<file path="src/rtl/logic_gate_pipe_if.sv">
// Operand-stream and result-stream signals of logic_gate_pipe.
// The slave modport is the gate unit's view; master is the source/consumer side.
interface logic_gate_pipe_if #(
    parameter int unsigned WIDTH = 8,
    parameter int unsigned CNT_W = 5
);
    logic             in_valid;
    logic             in_ready;
    logic [WIDTH-1:0] in_a;
    logic [WIDTH-1:0] in_b;
    logic [2:0]       mode;
    logic             acc_en;
    logic             acc_last;
    logic             out_valid;
    logic             out_ready;
    logic [WIDTH-1:0] out_data;
    logic [CNT_W-1:0] out_beats;
    logic             out_trunc;
    logic             busy;

    modport slave (
        input  in_valid, in_a, in_b, mode, acc_en, acc_last, out_ready,
        output in_ready, out_valid, out_data, out_beats, out_trunc, busy
    );

    modport master (
        output in_valid, in_a, in_b, mode, acc_en, acc_last, out_ready,
        input  in_ready, out_valid, out_data, out_beats, out_trunc, busy
    );
endinterface

</file>
<file path="src/rtl/logic_gate_pipe.sv">
// Registered eight-function bitwise gate with optional burst folding (accumulate)
// and a one-deep valid/ready result register.
module logic_gate_pipe #(
    parameter int unsigned WIDTH     = 8,
    parameter int unsigned MAX_BEATS = 16,
    parameter int unsigned CNT_W     = 5
) (
    input  logic                clk,
    input  logic                rst_n,
    logic_gate_pipe_if.slave    bus
);
    typedef enum logic {StIdle, StAccum} state_t;

    localparam logic [CNT_W-1:0] MaxCnt = CNT_W'(MAX_BEATS);

    state_t           r_state, w_state_d;
    logic [WIDTH-1:0] r_acc, w_acc_d;
    logic [CNT_W-1:0] r_cnt, w_cnt_d;
    logic [1:0]       r_op, w_op_d;
    logic             r_inv, w_inv_d;
    logic             r_out_valid;
    logic [WIDTH-1:0] r_out_data;
    logic [CNT_W-1:0] r_out_beats;
    logic             r_out_trunc;

    logic             w_in_ready;
    logic             w_accept;
    logic             w_load;
    logic [WIDTH-1:0] w_load_data;
    logic [CNT_W-1:0] w_load_beats;
    logic             w_load_trunc;
    logic [WIDTH-1:0] w_acc_next;
    logic [CNT_W-1:0] w_cnt_next;

    function automatic logic [WIDTH-1:0] gate_f(input logic [2:0] m,
                                                input logic [WIDTH-1:0] a,
                                                input logic [WIDTH-1:0] b);
        case (m)
            3'd0:    return a & b;
            3'd1:    return a | b;
            3'd2:    return a ^ b;
            3'd3:    return ~(a & b);
            3'd4:    return ~(a | b);
            3'd5:    return ~(a ^ b);
            3'd6:    return ~a;
            default: return a;
        endcase
    endfunction

    // Base op codes: 0 AND, 1 OR, 2 XOR; inversion applied only at termination.
    function automatic logic [WIDTH-1:0] fold_f(input logic [1:0] op,
                                                input logic [WIDTH-1:0] acc,
                                                input logic [WIDTH-1:0] a);
        case (op)
            2'd0:    return acc & a;
            2'd1:    return acc | a;
            default: return acc ^ a;
        endcase
    endfunction

    assign w_in_ready = !r_out_valid || bus.out_ready;
    assign w_accept   = bus.in_valid && w_in_ready;
    assign w_acc_next = fold_f(r_op, r_acc, bus.in_a);
    assign w_cnt_next = r_cnt + 1'b1;

    always_comb begin
        w_state_d    = r_state;
        w_acc_d      = r_acc;
        w_cnt_d      = r_cnt;
        w_op_d       = r_op;
        w_inv_d      = r_inv;
        w_load       = 1'b0;
        w_load_data  = '0;
        w_load_beats = CNT_W'(1);
        w_load_trunc = 1'b0;
        unique case (r_state)
            StIdle: begin
                if (w_accept) begin
                    if (bus.acc_en && (bus.mode < 3'd6)) begin
                        w_inv_d = (bus.mode >= 3'd3);
                        case (bus.mode)
                            3'd0, 3'd3: w_op_d = 2'd0;
                            3'd1, 3'd4: w_op_d = 2'd1;
                            default:    w_op_d = 2'd2;
                        endcase
                        w_acc_d = bus.in_a;
                        w_cnt_d = CNT_W'(1);
                        if (bus.acc_last) begin
                            w_load      = 1'b1;
                            w_load_data = (bus.mode >= 3'd3) ? ~bus.in_a : bus.in_a;
                            w_cnt_d     = '0;
                        end else begin
                            w_state_d = StAccum;
                        end
                    end else begin
                        w_load      = 1'b1;
                        w_load_data = gate_f(bus.mode, bus.in_a, bus.in_b);
                    end
                end
            end
            StAccum: begin
                if (w_accept) begin
                    w_acc_d = w_acc_next;
                    w_cnt_d = w_cnt_next;
                    if (bus.acc_last || (w_cnt_next == MaxCnt)) begin
                        w_load       = 1'b1;
                        w_load_data  = r_inv ? ~w_acc_next : w_acc_next;
                        w_load_beats = w_cnt_next;
                        w_load_trunc = !bus.acc_last;
                        w_cnt_d      = '0;
                        w_state_d    = StIdle;
                    end
                end
            end
            default: w_state_d = StIdle;
        endcase
    end

    always_ff @(posedge clk or negedge rst_n) begin
        if (!rst_n) begin
            r_state <= StIdle;
            r_acc   <= '0;
            r_cnt   <= '0;
            r_op    <= '0;
            r_inv   <= 1'b0;
        end else begin
            r_state <= w_state_d;
            r_acc   <= w_acc_d;
            r_cnt   <= w_cnt_d;
            r_op    <= w_op_d;
            r_inv   <= w_inv_d;
        end
    end

    // A new result may replace the one being transferred on the same edge.
    always_ff @(posedge clk or negedge rst_n) begin
        if (!rst_n) begin
            r_out_valid <= 1'b0;
            r_out_data  <= '0;
            r_out_beats <= '0;
            r_out_trunc <= 1'b0;
        end else if (w_load) begin
            r_out_valid <= 1'b1;
            r_out_data  <= w_load_data;
            r_out_beats <= w_load_beats;
            r_out_trunc <= w_load_trunc;
        end else if (bus.out_ready) begin
            r_out_valid <= 1'b0;
        end
    end

    assign bus.in_ready  = w_in_ready;
    assign bus.out_valid = r_out_valid;
    assign bus.out_data  = r_out_data;
    assign bus.out_beats = r_out_beats;
    assign bus.out_trunc = r_out_trunc;
    assign bus.busy      = (r_state == StAccum);
endmodule
</file>
<file path="src/flat_wrapper.sv">
// flat-port wrapper written by rule: the top's interface ports become plain ports
module logic_gate_pipe_flat 
#(
    parameter int unsigned WIDTH     = 8,
    parameter int unsigned MAX_BEATS = 16,
    parameter int unsigned CNT_W     = 5
)
  (clk, rst_n, bus_in_valid, bus_in_a, bus_in_b, bus_mode, bus_acc_en, bus_acc_last, bus_out_ready, bus_in_ready, bus_out_valid, bus_out_data, bus_out_beats, bus_out_trunc, bus_busy);
  logic_gate_pipe_if #(.WIDTH(WIDTH), .CNT_W(CNT_W)) bus_i ();
  input  logic clk;
  input  logic rst_n;
  input wire logic [$bits(bus_i.in_valid)-1:0] bus_in_valid;
  input wire logic [$bits(bus_i.in_a)-1:0] bus_in_a;
  input wire logic [$bits(bus_i.in_b)-1:0] bus_in_b;
  input wire logic [$bits(bus_i.mode)-1:0] bus_mode;
  input wire logic [$bits(bus_i.acc_en)-1:0] bus_acc_en;
  input wire logic [$bits(bus_i.acc_last)-1:0] bus_acc_last;
  input wire logic [$bits(bus_i.out_ready)-1:0] bus_out_ready;
  output wire logic [$bits(bus_i.in_ready)-1:0] bus_in_ready;
  output wire logic [$bits(bus_i.out_valid)-1:0] bus_out_valid;
  output wire logic [$bits(bus_i.out_data)-1:0] bus_out_data;
  output wire logic [$bits(bus_i.out_beats)-1:0] bus_out_beats;
  output wire logic [$bits(bus_i.out_trunc)-1:0] bus_out_trunc;
  output wire logic [$bits(bus_i.busy)-1:0] bus_busy;
  assign bus_i.in_valid = bus_in_valid;
  assign bus_i.in_a = bus_in_a;
  assign bus_i.in_b = bus_in_b;
  assign bus_i.mode = bus_mode;
  assign bus_i.acc_en = bus_acc_en;
  assign bus_i.acc_last = bus_acc_last;
  assign bus_i.out_ready = bus_out_ready;
  assign bus_in_ready = bus_i.in_ready;
  assign bus_out_valid = bus_i.out_valid;
  assign bus_out_data = bus_i.out_data;
  assign bus_out_beats = bus_i.out_beats;
  assign bus_out_trunc = bus_i.out_trunc;
  assign bus_busy = bus_i.busy;
  logic_gate_pipe #(.WIDTH(WIDTH), .MAX_BEATS(MAX_BEATS), .CNT_W(CNT_W)) u_core (.clk(clk), .rst_n(rst_n), .bus(bus_i));
endmodule
</file>
<file path="config.mk">
export PLATFORM = sky130hd
export DESIGN_NAME = logic_gate_pipe_flat
export DESIGN_NICKNAME = d
export VERILOG_FILES = /design/src/rtl/logic_gate_pipe_if.sv /design/src/rtl/logic_gate_pipe.sv /design/src/flat_wrapper.sv
export SDC_FILE = /design/constraint.sdc
export NUM_CORES = 1
export LEC_CHECK = 0
export BUFFER_PORTS_ARGS = -buffer_cell sky130_fd_sc_hd__buf_2
export CAP_MARGIN = 20
export CORE_MARGIN = 2
export CORE_UTILIZATION = 50
export DETAILED_ROUTE_END_ITERATION = 10
export PLACE_DENSITY = 0.69
export SLEW_MARGIN = 40
export SYNTH_ARGS = -nofsm -noshare
export SYNTH_HDL_FRONTEND = slang
export SYNTH_SLANG_ARGS = --single-unit
</file>
<file path="constraint.sdc">
create_clock -name clk -period 2.6 [get_ports clk]
set_clock_uncertainty 0.1 [all_clocks]
set_input_delay 0.52 -clock clk [delete_from_list [all_inputs] [get_ports clk]]
set_output_delay 0.52 -clock clk [all_outputs]
set_load 0.05 [all_outputs]
</file>
==> results.py <==
metrics = {
    "worst_setup_path": {
        "cp-start-kind": "register",
        "cp_data_required_time_ns": 1.98,
        "cp_slowest_cell": "dfrtp_1",
        "path_class": "register to primary output",
        "cp.buffers_inverters": 1,
        "slowest_delay_ns": 0.74,
        "cpLargestDelayFamily": "flip-flops",
        "crit_chain": "buf_2",
        "crit_path_end_kind": "primary output",
        "crit_fanout": 21,
        "critPathArrivalTime_ns": 1.40,
    },
    "hold_path": {
        "hold_path_class": "input pin to asynchronous set/reset pin",
    },
    "routing": {
        "wl_met2_mm": 3.69,
        "viasPerCell": 5.95,
        "drcViolationCount": 0,
        "top_layer": "met4",
        "drt_pass1_iterations": 5,
        "wire_per_inst_um": 15.5,
        "drt-met1-wl_mm": 3.66,
        "ant_nets": 0,
        "met3_length_um": 341,
        "drt_iter0_markers": 246,
        "via_count": 3000,
        "wl_mm": 7.81,
    },
    "grt": {
        "antenna_found_initial": 0,
        "gr-total-overflow": 0,
        "grt_pass1_vias": 2758,
        "gr-usage-all-layers": 0.227,
        "grt_pass1_wl_mm": 13.3,
        "grt_max_degree": 33,
    },
    "final_layout": {
        "area_growth_pct": 8.77,
        "drive_gt1_frac": 0.171,
        "fillerInstances": 630,
        "final_nets": 484,
        "stdcell_area_mm2": 0.00354,
        "antenna_cells": 0,
    },
    "logic_synthesis": {
        "ys.flop_type": "dfrtp_1",
        "synth-seq-cells": 32,
        "synth_edf_count": 0,
        "synthDistinctLibCells": 52,
        "yosys_warnings": 0,
        "synthMuxAreaShare": 0.0362,
        "synth_compound_area_frac": 0.274,
        "avgSynthCellArea_um2": 8.17,
        "synthAdderAreaFrac": 0.127,
        "synth_top_family_by_area": "compound AO/OA/AOI/OAI gates",
        "synth_xor_area_frac": 0.0512,
        "synthArstFlopShare": 1.00,
        "yosys.area_share.simple": 0.180,
        "syn_inst": 398,
        "synth_fp_nets": 456,
        "yosysSeqAreaShare": 0.246,
        "synth_area_mm2": 0.00325,
    },
    "floorplan": {
        "core_area_mm2": 0.00631,
        "dieHeight_um": 84.7,
        "ioPinCount": 42,
        "fp-row-count": 29,
        "die_w_um": 84.7,
        "start_util": 0.515,
        "die-area_mm2": 0.00717,
    },
    "power": {
        "comb_power_share": 0.497,
        "switching_power_mw": 1.14,
        "powerDensity_mw_per_mm2": 697,
        "p_int_mw": 1.33,
        "switching_share": 0.461,
        "seq_power_share": 0.343,
        "p_leak_nw": 1.69,
        "peakVddDrop_mv": 0.717,
        "p_clk_frac": 0.160,
    },
    "cts": {
        "cts_hold_repair.buffers": 0,
        "clock_latency_ns": 0.28,
        "cts.path.max_buffers": 2,
        "cts_tree": "built",
        "cts-root-buf": "clkbuf_8",
        "h-tree-depth": 2,
        "numCtsBuffers": 5,
        "cts.sinks": 32,
        "postCtsSetupBuffers": 0,
        "ctsResizeCount": 0,
        "path_clk_slew_ns": 0.07,
    },
    "placement": {
        "gp_congestion": 0.877,
        "hpwl_mm": 5.86,
        "placed_area_mm2": 0.00345,
        "port_buffers": 41,
    },
    "sta": {
        "slew_viol_final": 0,
        "fmax_mhz": 494,
        "finalHoldViolations": 0,
        "min_period_ns": 2.02,
        "setup_tns_ns": 0,
        "rsz0062_at_grt": "no",
        "slew_headroom": 0.523,
        "finalSetupViolations": 0,
        "fin_crit_sh": 0.778,
        "worst_pin_slew_ns": 0.716,
    },
    "run_status": {
        "outcome": "finished clean",
    },
    "job": {
        "cap_viol_max_count": 0,
    },
}
-- synthesized netlist by cell type (12+ instances only) --
cell type	number	area, um^2
nor2_1	32	120
o21ai_0	35	175
nand2_1	26	97.6
ha_1	33	413
a22oi_1	16	120
buf_2	12	60.1
a21oi_1	12	60.1
dfrtp_1	32	801
inv_1	31	116
nand2b_1	14	87.6
-- cell type report --
class / instances / area (um^2) / share of cell area
clock buffers: 6 / 82.6 / 0.0233
clock inverters: 2 / 10.0 / 0.00283
inverters: 31 / 116 / 0.0329
multi-input cells: 308 / 2170 / 0.615
flip-flops and latches: 32 / 801 / 0.226
well taps: 77 / 96.3 / 0.0272
repair buffers: 48 / 258 / 0.0728
-- cells in the final DEF (no fill, tap or decap), types with 2 or more instances in the layout --
cell type,instances
mux2_4,3
nand3_1,11
xnor2_1,8
nand3b_1,2
o21ai_0,35
o211ai_1,3
a32oi_1,4
a221o_1,5
clkbuf_8,6
nand4b_1,2
and2_1,4
o31ai_1,5
nor2_1,32
a21o_1,11
a31oi_1,9
nand2_1,26
a22oi_1,16
ha_1,33
o22ai_1,8
mux2i_1,5
inv_1,31
buf_2,41
mux2_2,2
a22o_1,2
buf_4,7
nor3_1,11
clkinv_2,2
and3b_1,2
nor2b_1,3
a32o_1,6
nand2b_1,14
nand2_2,3
xor2_1,11
a21oi_1,12
o32ai_1,4
dfrtp_1,32
-- per-layer routing --
layer	vias to the layer above	global-route usage
met3	10	0.0334
met2	83	0.357
met5	-	0
li1	1487	-
met1	1420	0.323
met4	0	0.0664
-- state kept, by name, indices dropped and copies added, names as in the netlist --
signal and count:
u_core.r_cnt 5, u_core.bus.busy 1, u_core.bus.out_data 8, u_core.bus.out_trunc 1, u_core.r_inv 1, u_core.bus.out_beats 5, u_core.r_acc 8, u_core.bus.out_valid 1
u_core.r_op 2
-- power groups by stage --
stage / sequential, mW / combinational (mW) / clock, mW
6_report: 0.846 / 1.23 / 0.395
5_1_grt: 0.876 / 1.38 / 0.424
4_1_cts: 0.846 / 1.24 / 0.403
3_5_place_dp: 0.855 / 1.23 / 0
3_3_place_gp: 0.849 / 1.20 / 0
2_1_floorplan: 1.02 / 0.777 / 0
-- stage by stage --
stage	setup WS, ns	instances	hold WS [ns]	util	power (mW)
2_1_floorplan	0.650	398	0.124	-	1.79
3_3_place_gp	0.351	496	0.373	0.546	2.05
3_5_place_dp	0.329	496	0.387	0.546	2.09
4_1_cts	0.567	504	0.209	0.560	2.49
5_1_grt	0.467	504	0.233	0.560	2.68
6_report	0.577	504	0.186	0.560	2.47
-- cell families after synthesis --
| family | count (synthesis) |
|---|---|
| muxes | 10 |
| buffers and inverters | 58 |
| adders and majority gates | 33 |
| xor gates and xnor gates | 19 |
| and+or+nand+nor | 118 |
| AOI/OAI and AO/OA | 128 |
| DFF | 32 |
-- final timing paths --
path	startpoint	end	slack [ns]	depth (start not counted)
min	rst_n	u_core.bus.out_data[6]	0.19	1
min reg2reg	u_core.bus.out_trunc	u_core.bus.out_trunc	0.40	1
max	u_core.bus.busy	bus_busy	0.58	1
min in group clk	u_core.bus.out_trunc	u_core.bus.out_trunc	0.40	1
max in group asynchronous	rst_n	u_core.r_cnt[1]	1.75	1
max reg2reg	u_core.r_cnt[0]	u_core.bus.out_data[6]	0.67	4
Note: power is estimated with default switching activity, not from simulation.
